File: src/rtl/chip_frame_deserializer.sv
// Purpose: oversampled chip-line receiver; recovers chip timing from the frame's leading edge and majority-votes each chip into a CHIP_LEN-bit frame.
// Latency: start/reject OVERSAMPLE*CHIP_LEN cycles after the leading edge is seen (30 cycles after rx_in rises, defaults).
// Backpressure: none; an accepted frame is frozen HOLDOFF cycles, rx edges meanwhile only raise overrun.
// Ports: clk, nRst (sync, active-low); enable, rx_in in; m_sequence, start, reject, frame_count, overrun out (all registered).
module chip_frame_deserializer #(
    parameter int OVERSAMPLE = 4,
    parameter int CHIP_LEN   = 7,
    parameter int HOLDOFF    = 15
) (
    input  logic                clk,
    input  logic                nRst,
    input  logic                enable,
    input  logic                rx_in,
    output logic [CHIP_LEN-1:0] m_sequence,
    output logic                start,
    output logic                reject,
    output logic [7:0]          frame_count,
    output logic                overrun
);

    localparam int PH_W = $clog2(OVERSAMPLE);
    localparam int CH_W = $clog2(CHIP_LEN + 1);
    localparam int HD_W = $clog2(HOLDOFF + 1);

    localparam logic [PH_W-1:0] PH_1    = PH_W'(1);
    localparam logic [PH_W-1:0] PH_2    = PH_W'(2);
    localparam logic [PH_W-1:0] PH_3    = PH_W'(3);
    localparam logic [PH_W-1:0] PH_LAST = PH_W'(OVERSAMPLE - 1);
    localparam logic [CH_W-1:0] CH_LAST = CH_W'(CHIP_LEN - 1);
    localparam logic [HD_W-1:0] HD_LAST = HD_W'(HOLDOFF - 1);

    typedef enum logic [2:0] {
        ST_IDLE    = 3'd0,
        ST_SYNC    = 3'd1,
        ST_COLLECT = 3'd2,
        ST_EMIT    = 3'd3,
        ST_HOLD    = 3'd4
    } state_t;

    state_t              state_q, state_d;
    logic                rx_meta_q, rx_meta_d;
    logic                rx_s_q, rx_s_d;
    logic                rx_d_q, rx_d_d;
    logic [PH_W-1:0]     phase_q, phase_d;
    logic [CH_W-1:0]     chip_q, chip_d;
    logic [1:0]          votes_q, votes_d;
    logic [CHIP_LEN-1:0] shift_q, shift_d;
    logic [HD_W-1:0]     hold_cnt_q, hold_cnt_d;
    logic [CHIP_LEN-1:0] m_seq_q, m_seq_d;
    logic                start_q, start_d;
    logic                reject_q, reject_d;
    logic [7:0]          frame_count_q, frame_count_d;
    logic                overrun_q, overrun_d;

    logic       rx_edge;
    logic       phase_last;
    logic       vote_inc;
    logic [1:0] vote_sum;
    logic       chip_bit;
    logic       word_ok;

    assign rx_edge    = rx_s_q ^ rx_d_q;
    assign phase_last = (phase_q == PH_LAST);
    // Only phases 1..3 vote; phase 0 sits on the chip boundary.
    assign vote_inc   = rx_s_q & ((phase_q == PH_1) | (phase_q == PH_2) | (phase_q == PH_3));
    // The phase-3 sample counts toward the chip committed in that same cycle.
    assign vote_sum   = votes_q + {1'b0, vote_inc};
    assign chip_bit   = (vote_sum >= 2'd2);
    assign word_ok    = (|shift_q) & ~(&shift_q);

    // State register
    always_ff @(posedge clk) begin
        if (!nRst) begin
            state_q <= ST_IDLE;
        end else begin
            state_q <= state_d;
        end
    end

    // Next-state logic
    always_comb begin
        state_d = state_q;
        case (state_q)
            ST_IDLE: begin
                if (enable) state_d = ST_SYNC;
            end
            ST_SYNC: begin
                if (!enable)     state_d = ST_IDLE;
                else if (rx_edge) state_d = ST_COLLECT;
            end
            ST_COLLECT: begin
                if (!enable)                             state_d = ST_IDLE;
                else if (phase_last && chip_q == CH_LAST) state_d = ST_EMIT;
            end
            ST_EMIT: begin
                // The pulse is issued regardless of enable; only the follow-on state changes.
                if (!enable)     state_d = ST_IDLE;
                else if (word_ok) state_d = ST_HOLD;
                else              state_d = ST_SYNC;
            end
            ST_HOLD: begin
                if (!enable)                   state_d = ST_IDLE;
                else if (hold_cnt_q == HD_LAST) state_d = ST_SYNC;
            end
            default: state_d = ST_IDLE;
        endcase
    end

    // Datapath and output logic
    always_comb begin
        rx_meta_d     = rx_in;
        rx_s_d        = rx_meta_q;
        rx_d_d        = rx_s_q;
        phase_d       = phase_q;
        chip_d        = chip_q;
        votes_d       = votes_q;
        shift_d       = shift_q;
        hold_cnt_d    = hold_cnt_q;
        m_seq_d       = m_seq_q;
        frame_count_d = frame_count_q;
        start_d       = 1'b0;
        reject_d      = 1'b0;

        case (state_q)
            ST_SYNC: begin
                if (rx_edge) begin
                    phase_d = PH_1;
                    chip_d  = '0;
                    votes_d = '0;
                end
            end
            ST_COLLECT: begin
                if (phase_last) begin
                    phase_d = '0;
                    votes_d = '0;
                    chip_d  = chip_q + CH_W'(1);
                    shift_d = {shift_q[CHIP_LEN-2:0], chip_bit};
                end else begin
                    phase_d = phase_q + PH_W'(1);
                    votes_d = vote_sum;
                end
            end
            ST_EMIT: begin
                if (word_ok) begin
                    m_seq_d       = shift_q;
                    start_d       = 1'b1;
                    frame_count_d = frame_count_q + 8'd1;
                end else begin
                    reject_d = 1'b1;
                end
                hold_cnt_d = '0;
            end
            ST_HOLD: begin
                hold_cnt_d = hold_cnt_q + HD_W'(1);
            end
            default: ;
        endcase

        // Dropping enable abandons any partial frame.
        if (!enable) begin
            phase_d = '0;
            chip_d  = '0;
            votes_d = '0;
            shift_d = '0;
        end

        // Set wins over clear when both happen together.
        overrun_d = overrun_q & enable;
        if (state_q == ST_HOLD && rx_edge) overrun_d = 1'b1;
    end

    always_ff @(posedge clk) begin
        if (!nRst) begin
            rx_meta_q     <= 1'b0;
            rx_s_q        <= 1'b0;
            rx_d_q        <= 1'b0;
            phase_q       <= '0;
            chip_q        <= '0;
            votes_q       <= '0;
            shift_q       <= '0;
            hold_cnt_q    <= '0;
            m_seq_q       <= '0;
            start_q       <= 1'b0;
            reject_q      <= 1'b0;
            frame_count_q <= '0;
            overrun_q     <= 1'b0;
        end else begin
            rx_meta_q     <= rx_meta_d;
            rx_s_q        <= rx_s_d;
            rx_d_q        <= rx_d_d;
            phase_q       <= phase_d;
            chip_q        <= chip_d;
            votes_q       <= votes_d;
            shift_q       <= shift_d;
            hold_cnt_q    <= hold_cnt_d;
            m_seq_q       <= m_seq_d;
            start_q       <= start_d;
            reject_q      <= reject_d;
            frame_count_q <= frame_count_d;
            overrun_q     <= overrun_d;
        end
    end

    assign m_sequence  = m_seq_q;
    assign start       = start_q;
    assign reject      = reject_q;
    assign frame_count = frame_count_q;
    assign overrun     = overrun_q;

endmodule

File: config.mk
export PLATFORM = sky130hd
export DESIGN_NAME = chip_frame_deserializer
export DESIGN_NICKNAME = d
export VERILOG_FILES = /design/src/rtl/chip_frame_deserializer.sv
export SDC_FILE = /design/constraint.sdc
export NUM_CORES = 1
export LEC_CHECK = 0
export BUFFER_PORTS_ARGS = -buffer_cell sky130_fd_sc_hd__buf_2
export CAP_MARGIN = 5
export CORE_MARGIN = 4
export CORE_UTILIZATION = 50
export CTS_BUF_LIST = sky130_fd_sc_hd__clkbuf_4 sky130_fd_sc_hd__clkbuf_8
export CTS_CLUSTER_SIZE = 14
export DETAILED_ROUTE_END_ITERATION = 6
export PLACE_DENSITY = 0.79
export SETUP_SLACK_MARGIN = 0.05
export SLEW_MARGIN = 20
export SYNTH_ARGS = -nofsm -noshare
export SYNTH_HDL_FRONTEND = slang
export SYNTH_SLANG_ARGS = --single-unit
File: constraint.sdc
create_clock -name clk -period 2.11 [get_ports clk]
set_input_delay 0.1055 -clock clk [delete_from_list [all_inputs] [get_ports clk]]
set_output_delay 0.1055 -clock clk [all_outputs]
set_load 0.1 [all_outputs]
-- Word level (Yosys, flattened, before mapping)
Index checks and enable logic that the tools add are counted.
- flip-flop bits (word level): 42
- bits in latches: 0
- RAM bits: 0
- ROM bits: 0
- input bits: 4
- output and inout port bits: 18
- word-level logic and storage cells: 79
- memories kept: 0
- $add $sub $neg: 5
- multiply operators: 0
- divide/modulo/power cells: 0
- magnitude comparators: 1
- eq/ne operators: 15
- shift operators: 0
- mux-type cells: 23
- bitwise operators: 7
- reduce and logical (&&, ||, !) cells: 14
- operators by type and width (kind ; count):
    3-bit 2-to-1 mux ; 11
    3-bit case mux with 5 select lines ; 1
    2-bit AND reduction ; 5
    3-bit != test, second input constant ; 3
    8-bit by 1-bit adder with 8-bit output, second input constant ; 1
    2-bit 2-to-1 mux ; 4
    2-bit case mux with 2 select lines ; 2
    4-bit case mux with 2 select lines ; 1
    7-bit AND reduction ; 1
    7-bit OR reduction ; 1
    3-bit by 2-bit == test with 1-bit output, second input constant ; 2
    3-bit == test, second input constant ; 2
    2-bit != test, second input constant ; 3
    3-bit case mux with 2 select lines ; 1
    4-bit by 1-bit adder with 4-bit output, second input constant ; 1
    2-bit == test, second input constant ; 2
    4-bit == test, second input constant ; 1
    4-bit AND reduction ; 1
    2-bit nonzero test ; 2
    3-bit by 1-bit adder with 3-bit output, second input constant ; 1
    1-bit AND ; 3
    3-bit by 1-bit == test with 1-bit output, second input constant ; 1
    3-bit logical NOT ; 1
    1-bit 2-to-1 mux ; 3
    9 further kinds ; 11

-- Longest topological paths before layout
Gate-level depths: netlist (run 1).
- depth after elaboration: 7
- gate-level depth with buffers: 8
- depth with buffers taken out: 7

-- Worst setup path before layout (run 1)
Ideal clock, no wire load.
- path kind: register to register
- from: register frame_count_q[0], in the netlist frame_count[0]
- to: register frame_count_q[6], in the netlist frame_count[6]
- library setup time: 70 ps
- data arrival time: 2015 ps
- data required time: 2040 ps
- setup slack: 24 ps
- stages on the path, launching flop included: 5
- buffers on the path: 0
- period minus slack after synthesis: 2086 ps
- cell sequence: dfxtp_1 ha_1 nand2_1 or4_1 a21oi_1
- word-level cells in the longest chain between the ends: 1
- RTL lines (element ; RTL line ; text):
    start: declaration ; 52 ; logic [7:0] frame_count_q, frame_count_d;
    start signal: assignment ; 199 ; frame_count_q <= frame_count_d;
    8-bit by 1-bit adder with 8-bit output ; 147 ; frame_count_d = frame_count_q + 8'd1;
Every way passes these cells.
A chain may end at the register's enable or synchronous reset.

-- Final worst setup path (run 1)
- from: register state_q[1]
- to: register frame_count_q[6], in the netlist frame_count[6]
- word-level cells in the longest chain between the ends: 2
- RTL lines (element ; RTL line ; text):
    start: declaration ; 40 ; state_t state_q, state_d;
    start signal: assignment ; 76 ; state_q <= state_d;
    3-bit by 2-bit == test with 1-bit output ; 124 ; case (state_q)
    2-bit AND reduction (no source line) ; -- ;
Every way passes these cells.

==> results.md, run 1 <==
- Post-CTS sizing: 0
- Wire length per cell: 12.4 um
- Synth-to-Final Area Change: 12.2%
- Post-layout total power: 1.54 mW
- WP data required: 2.33 ns
- Normalized max-slew margin: 56.0%
- Antenna violations before repair: 0
- First DRT Iteration DRCs: 102
- DRC errors left: 0
- Post-synthesis register bit count: 42
- Clock Latency Late Sink: 0.30 ns
- Seq/Total Area, Yosys: 43.7%
- TritonCTS clock tree: built
- Synth area leader: dfxtp_1
- Multi-input gate area: 987 sq um
- Syn nets: 233
- Post-CTS Setup Repair Bufs: 0
- Worst clock skew: 0.00431 ns
- Data arrival, critical path: 2.01 ns
- WL final: 3590 um
- Synth cell count leaders: 42 x dfxtp_1, 27 x nand2_1, 26 x nor2_1, 21 x a21oi_1, 11 x nand3_1
- RSZ-0062 raised after global routing: no
- Clock Path Buffers: 2
- Mapped Cells: 221
- Kind of critical path: reg2reg
- Vias post-DR: 1565
- CTS sink cnt: 42
- Ports: 22
- Starting Density: 52.1%
- Critical Path End Type: register
- Vias per cell: 5.40
- VDD IR max: 0.287 mV
- Min Tclk post-route: 1.79 ns
- Vias in the first global route: 1403
- Finished Layout Cells: 290
- Root Driver: clkbuf_8
- Mean post-synth cell area: 8.70 sq um
- Hold-fix buffers, CTS: 0
- Post-synth ARST share: 0%
- Worst setup SP type: register
- Yosys warnings: 0
- Finish-stage setup viols: 0
- Total congestion overflow: 0
- Slew Viols, Final: 0
- CP max FO: 12
- Fillers: 341
- Worst-path clk slew: 0.08 ns
- Synth top area cells: dfxtp_1 44%, a21oi_1 5.5%, nand2_1 5.3%
- Top-count cell post-synth: dfxtp_1
- Post-synth EDFFs: 0
- First-pass GRT wire length: 6220 um
- Layout cells sized above 1: 18.6%
- Placed cells: 282
- Type of the worst min-delay path: in2reg
- Highest Clock Rate: 560 MHz
- Routed Antenna Nets: 0
- Die ar.: 0.00490 sq mm
- Synth cell types: 43
- Max-cap violations: 0
- Ys flop type: dfxtp_1
- Least-Margin Pin Slew: 0.659 ns
- Synthesized area: 0.00192 sq mm
- Cell leakage power: 0.911 nW
- CTS Buf Count: 5
- Power per cell area: 712 mW/mm^2
- Detailed Routing Iterations Pass 1: 4
- Core area: 0.00369 sq mm
- Number of port buffers: 21
- Die width: 70.0 um
- Rows: 22
- Fin nets: 253
- Outcome: finished, final reports clean
- Reg2reg setup slack: 0.32 ns
- Yosys top cell area share: 43.7%
- Register Area: 843 sq um
- # diodes: 0
- Tcrit/Tclk final: 84.7%
- DP HPWL: 2530 um
- Routability cong.: 0.785
- GRT Overall Usage: 15.3%
- Final Hold Violating Endpoints: 0
- TNS Setup: 0 ns
- Largest net degree at the start of global routing: 22
- H-tree Lvls: 2
- Height of the die: 70.0 um
-- metrics by stage --
step / instance area [sq um] / util [%] / hold WS, ns / setup slack [ns]
5_1_grt: 2160 / 58.5 / 0.00926 / 0.189
3_3_place_gp: 2040 / 55.4 / 0.318 / 0.394
2_1_floorplan: 1930 / - / 0.227 / 0.115
3_5_place_dp: 2040 / 55.4 / 0.317 / 0.338
6_report: 2160 / 58.5 / 0.0147 / 0.324
4_1_cts: 2160 / 58.5 / 0.0146 / 0.323
-- sequential cells by signal (all words and copies together), names as in the netlist, 2 cells and up --
name / count
state_q: 3
phase_q: 2
chip_q: 3
shift_q: 7
m_sequence: 7
votes_q: 2
frame_count: 8
hold_cnt_q: 4
-- power by group --
group / switching (mW) / total, mW / internal, mW / leakage [nW]
Clock: 0.286 / 0.640 / 0.355 / 0.0585
Combinational: 0.0493 / 0.0806 / 0.0314 / 0.512
Sequential: 0.0144 / 0.814 / 0.800 / 0.340
-- area by class of cell --
| cell class | count | area share [%] |
|---|---|---|
| Multi-Input combinational cell | 161 | 45.8 |
| Tap cell | 48 | 2.78 |
| Inverter | 7 | 1.22 |
| Timing Repair Buffer | 24 | 5.92 |
| Clock buffer | 5 | 3.19 |
| Sequential cell | 42 | 39.1 |
| Clock inverter | 3 | 2.03 |
-- routing by layer --
layer / routed length, um / vias to the layer above / part of all wire (%) / GRT usage [%]
met5: 0 / - / 0 / 0
met4: 65 / 0 / 1.8 / 6.38
met3: 117 / 7 / 3.3 / 3.45
met2: 1670 / 19 / 47 / 24.1
met1: 1730 / 737 / 48 / 20.0
li1: - / 802 / - / -
-- logic make-up after synthesis --
| logic type | share of synthesized area (%) |
|---|---|
| and+or+nand+nor | 27.5 |
| xor gates and xnor gates | 2.73 |
| muxes | 3.12 |
| buffers and inverters | 4.94 |
| adders and majority gates | 5.73 |
| AOI/OAI and AO/OA | 12.2 |
| DFF | 43.7 |
-- worst max-delay path: stages, from the launching register on --
cell and delay (ns):
dfxtp_1 0.56, nand2_4 0.11, nor2_8 0.14, nand3_2 0.20
or4_1 0.56, a21oi_1 0.14
-- worst paths after layout --
| kind | endpoint | depth (start not counted) | start |
|---|---|---|---|
| max | frame_count[6]$_SDFFE_PN0P_ | 5 | state_q[1]$_SDFFE_PN0P_ |
| min | rx_meta_q$_SDFF_PN0_ | 2 | rx_in |
| max reg2reg | frame_count[6]$_SDFFE_PN0P_ | 5 | state_q[1]$_SDFFE_PN0P_ |
| min reg2reg | rx_d_d$_SDFF_PN0_ | 1 | rx_meta_q$_SDFF_PN0_ |
-- cells in the final DEF, fill, tap and decap left out, drive strengths merged, types with 2 or more instances in the layout --
master / synthesis / layout
o21ai: 7 / 7
nor2: 28 / 28
or3: 3 / 3
dfxtp: 42 / 42
a21o: 2 / 2
or4: 3 / 3
nand4: 4 / 4
nor3: 5 / 5
xor2: 4 / 4
mux2i: 6 / 6
or2: 3 / 3
o31ai: 3 / 3
nor3b: 2 / 2
a21oi: 21 / 21
nand2: 28 / 28
ha: 8 / 8
and2: 4 / 4
xnor2: 2 / 2
inv: 7 / 8
nand3: 12 / 12
or3b: 2 / 2
clkbuf: 5 / 5
buf: 6 / 24
a31oi: 4 / 4
(Power assumes the default switching activity.)
==> run 2: changes to the inputs <==
clock period = 1.8 ns   (was 2.11 ns; I/O delays follow)
==> results.md, run 2 (same netlist as run 1, synthesis figures left out) <==
- Outcome: finished, final reports clean
- Critical-path top delay cell: dfxtp_1
- Cell family with most CP delay: simple AND/OR/NAND/NOR gates
- GR met2 Demand/Resource: 26.5%
- Most frequent cells in the layout: 32 x dfxtp_1, 27 x nand2_1, 26 x nor2_1, 21 x a21oi_1, 21 x buf_2
- # diodes: 0
- First DRT Iteration DRCs: 55
- Die ar.: 0.00490 sq mm
- Routability cong.: 0.825
- Largest stage delay, worst path: 0.36 ns
- Critical Path End Type: register
- Worst clock skew: 0.00739 ns
- Vias post-DR: 1594
- Met1 Use GR: 18.6%
- Finish-stage setup viols: 0
- CP cell instances: nor4_2, nand2_1, nand3_4, buf_4, mux2i_1, nor2_1
- Clock power frac: 37.4%
- Routed Antenna Nets: 0
- Pint: 1.30 mW
- Largest net degree at the start of global routing: 22
- Rows: 22
- Vias in the first global route: 1441
- Starting Density: 52.1%
- Type of the worst min-delay path: in2reg
- CTS sink cnt: 42
- Cell leakage power: 0.934 nW
- Most common cell after layout, fill and taps aside: dfxtp_1
- DP HPWL: 2700 um
- First-pass GRT wire length: 6270 um
- CTS Buf Count: 5
- Place WS: -0.00418 ns
- Height of the die: 70.0 um
- Total congestion overflow: 0
- Vias per cell: 5.40
- Tcrit/Tclk final: 93.0%
- Antenna violations before repair: 0
- Kind of critical path: reg2reg
- Clock Path Buffers: 2
- Least-Margin Pin Slew: 0.656 ns
- Fin nets: 258
- Busiest layer in global routing: met2
- Clock Latency Late Sink: 0.29 ns
- Detailed Routing Iterations Pass 1: 4
- CP Buf/Inv Count: 1
- Worst setup SP type: register
- Layout cells sized above 1: 23.5%
- Synth-to-Final Area Change: 14.7%
- Power per cell area: 762 mW/mm^2
- DRC errors left: 0
- GRT Overall Usage: 15.8%
- Root Driver: clkbuf_8
- Largest register FFs: 8
- Number of port buffers: 21
- Gate power share: 5.6%
- CP max FO: 11
- Final core occ: 59.8%
- TritonCTS clock tree: built
- Met3 usage: 4.60%
- WL final: 3800 um
- Slew Viols, Final: 0
- Core area: 0.00369 sq mm
- Data arrival, critical path: 1.82 ns
- Min Tclk post-route: 1.67 ns
- H-tree Lvls: 2
- Final Hold Violating Endpoints: 0
- Sw Share: 22.6%
- Max-cap violations: 0
- Highest Clock Rate: 598 MHz
- WP data required: 1.95 ns
- Placed cells: 285
- RSZ-0062 raised after global routing: no
- Normalized max-slew margin: 56.2%
- Die width: 70.0 um
- Min setup slack post-route: 0.127 ns
- VDD IR max: 0.469 mV
- Worst-path clk slew: 0.08 ns
- Wire length per cell: 12.9 um
- NetSw: 0.380 mW
- Post-layout total power: 1.68 mW
- Ports: 22
- Finished Layout Cells: 295
- Seq pwr share: 56.9%
run 2: cell types whose count changed in the layout (fill, tap and decap cells not counted):
| cell | change |
|---|---|
| nand3_4 | +1 |
| clkbuf_8 | +1 |
| nor4_2 | +1 |
| dfxtp_2 | +7 |
| dfxtp_1 | -8 |
| nor4_1 | -1 |
| dlygate4sd3_1 | +1 |
| inv_6 | -1 |
| nand3_2 | -1 |
| buf_4 | +4 |
| dfxtp_4 | +1 |
| bufinv_16 | -1 |
| clkbuf_4 | +1 |
run 2: area by class of cell:
cell class	instances	area, sq um
fill	324	1480
clock inverter	1	5.00
tap	48	60.1
sequential	42	856
inverter	7	26.3
timing repair buffer	29	168
clock buffer	7	90.1
multi-input combinational	161	1000
run 2: worst paths after layout:
check	startpoint	to	slack, ns	cells after the start
max	shift_q[1]$_SDFFE_PN0P_	m_sequence[3]$_SDFFE_PN0P_	0.13	6
min	nRst	rx_d_d$_SDFF_PN0_	0.07	2
max reg2reg	shift_q[1]$_SDFFE_PN0P_	m_sequence[3]$_SDFFE_PN0P_	0.13	6
min reg2reg	rx_meta_q$_SDFF_PN0_	rx_d_d$_SDFF_PN0_	0.44	1
run 2: what timing repair did:
action,in CTS,in global routing
gates resized for setup,1,5
buffers inserted,0,1
pin swaps,0,1
hold buffers,1,0
hold endpoints to repair,1,0
cloned,0,0
endpoints found under the setup margin,2,16
run 2: stage by stage:
step	hold slack, ns	setup TNS [ns]	cell area (sq um)
after global routing	0.0843	0	2210
after global placement	0.299	0	2070
after CTS	0.0600	0	2180
after floorplan	0.212	0	1930
final	0.0692	0	2210
after detailed placement	0.303	-0.00418	2070
run 2: layer usage:
metal | part of all wire (%) | up-vias
met5 | 0 | -
met1 | 43 | 752
met2 | 52 | 23
met4 | 1.7 | 0
met3 | 3.2 | 7
li1 | - | 812
run 2: power by group through the flow:
stage	clock, mW	combinational (mW)	sequential [mW]
detailed placement	0	0.0936	0.979
CTS	0.650	0.0955	0.957
finish	0.629	0.0950	0.957
floorplan	0	0.0786	0.969
global route	0.678	0.107	0.959
global placement	0	0.0905	0.978
run 2: worst register-to-register path, cell delays in order (launching register included):
cell     delay [ns]
dfxtp_1        0.36
nor4_2         0.32
nand2_1        0.19
nand3_4        0.18
buf_4          0.20
mux2i_1        0.23
nor2_1         0.06
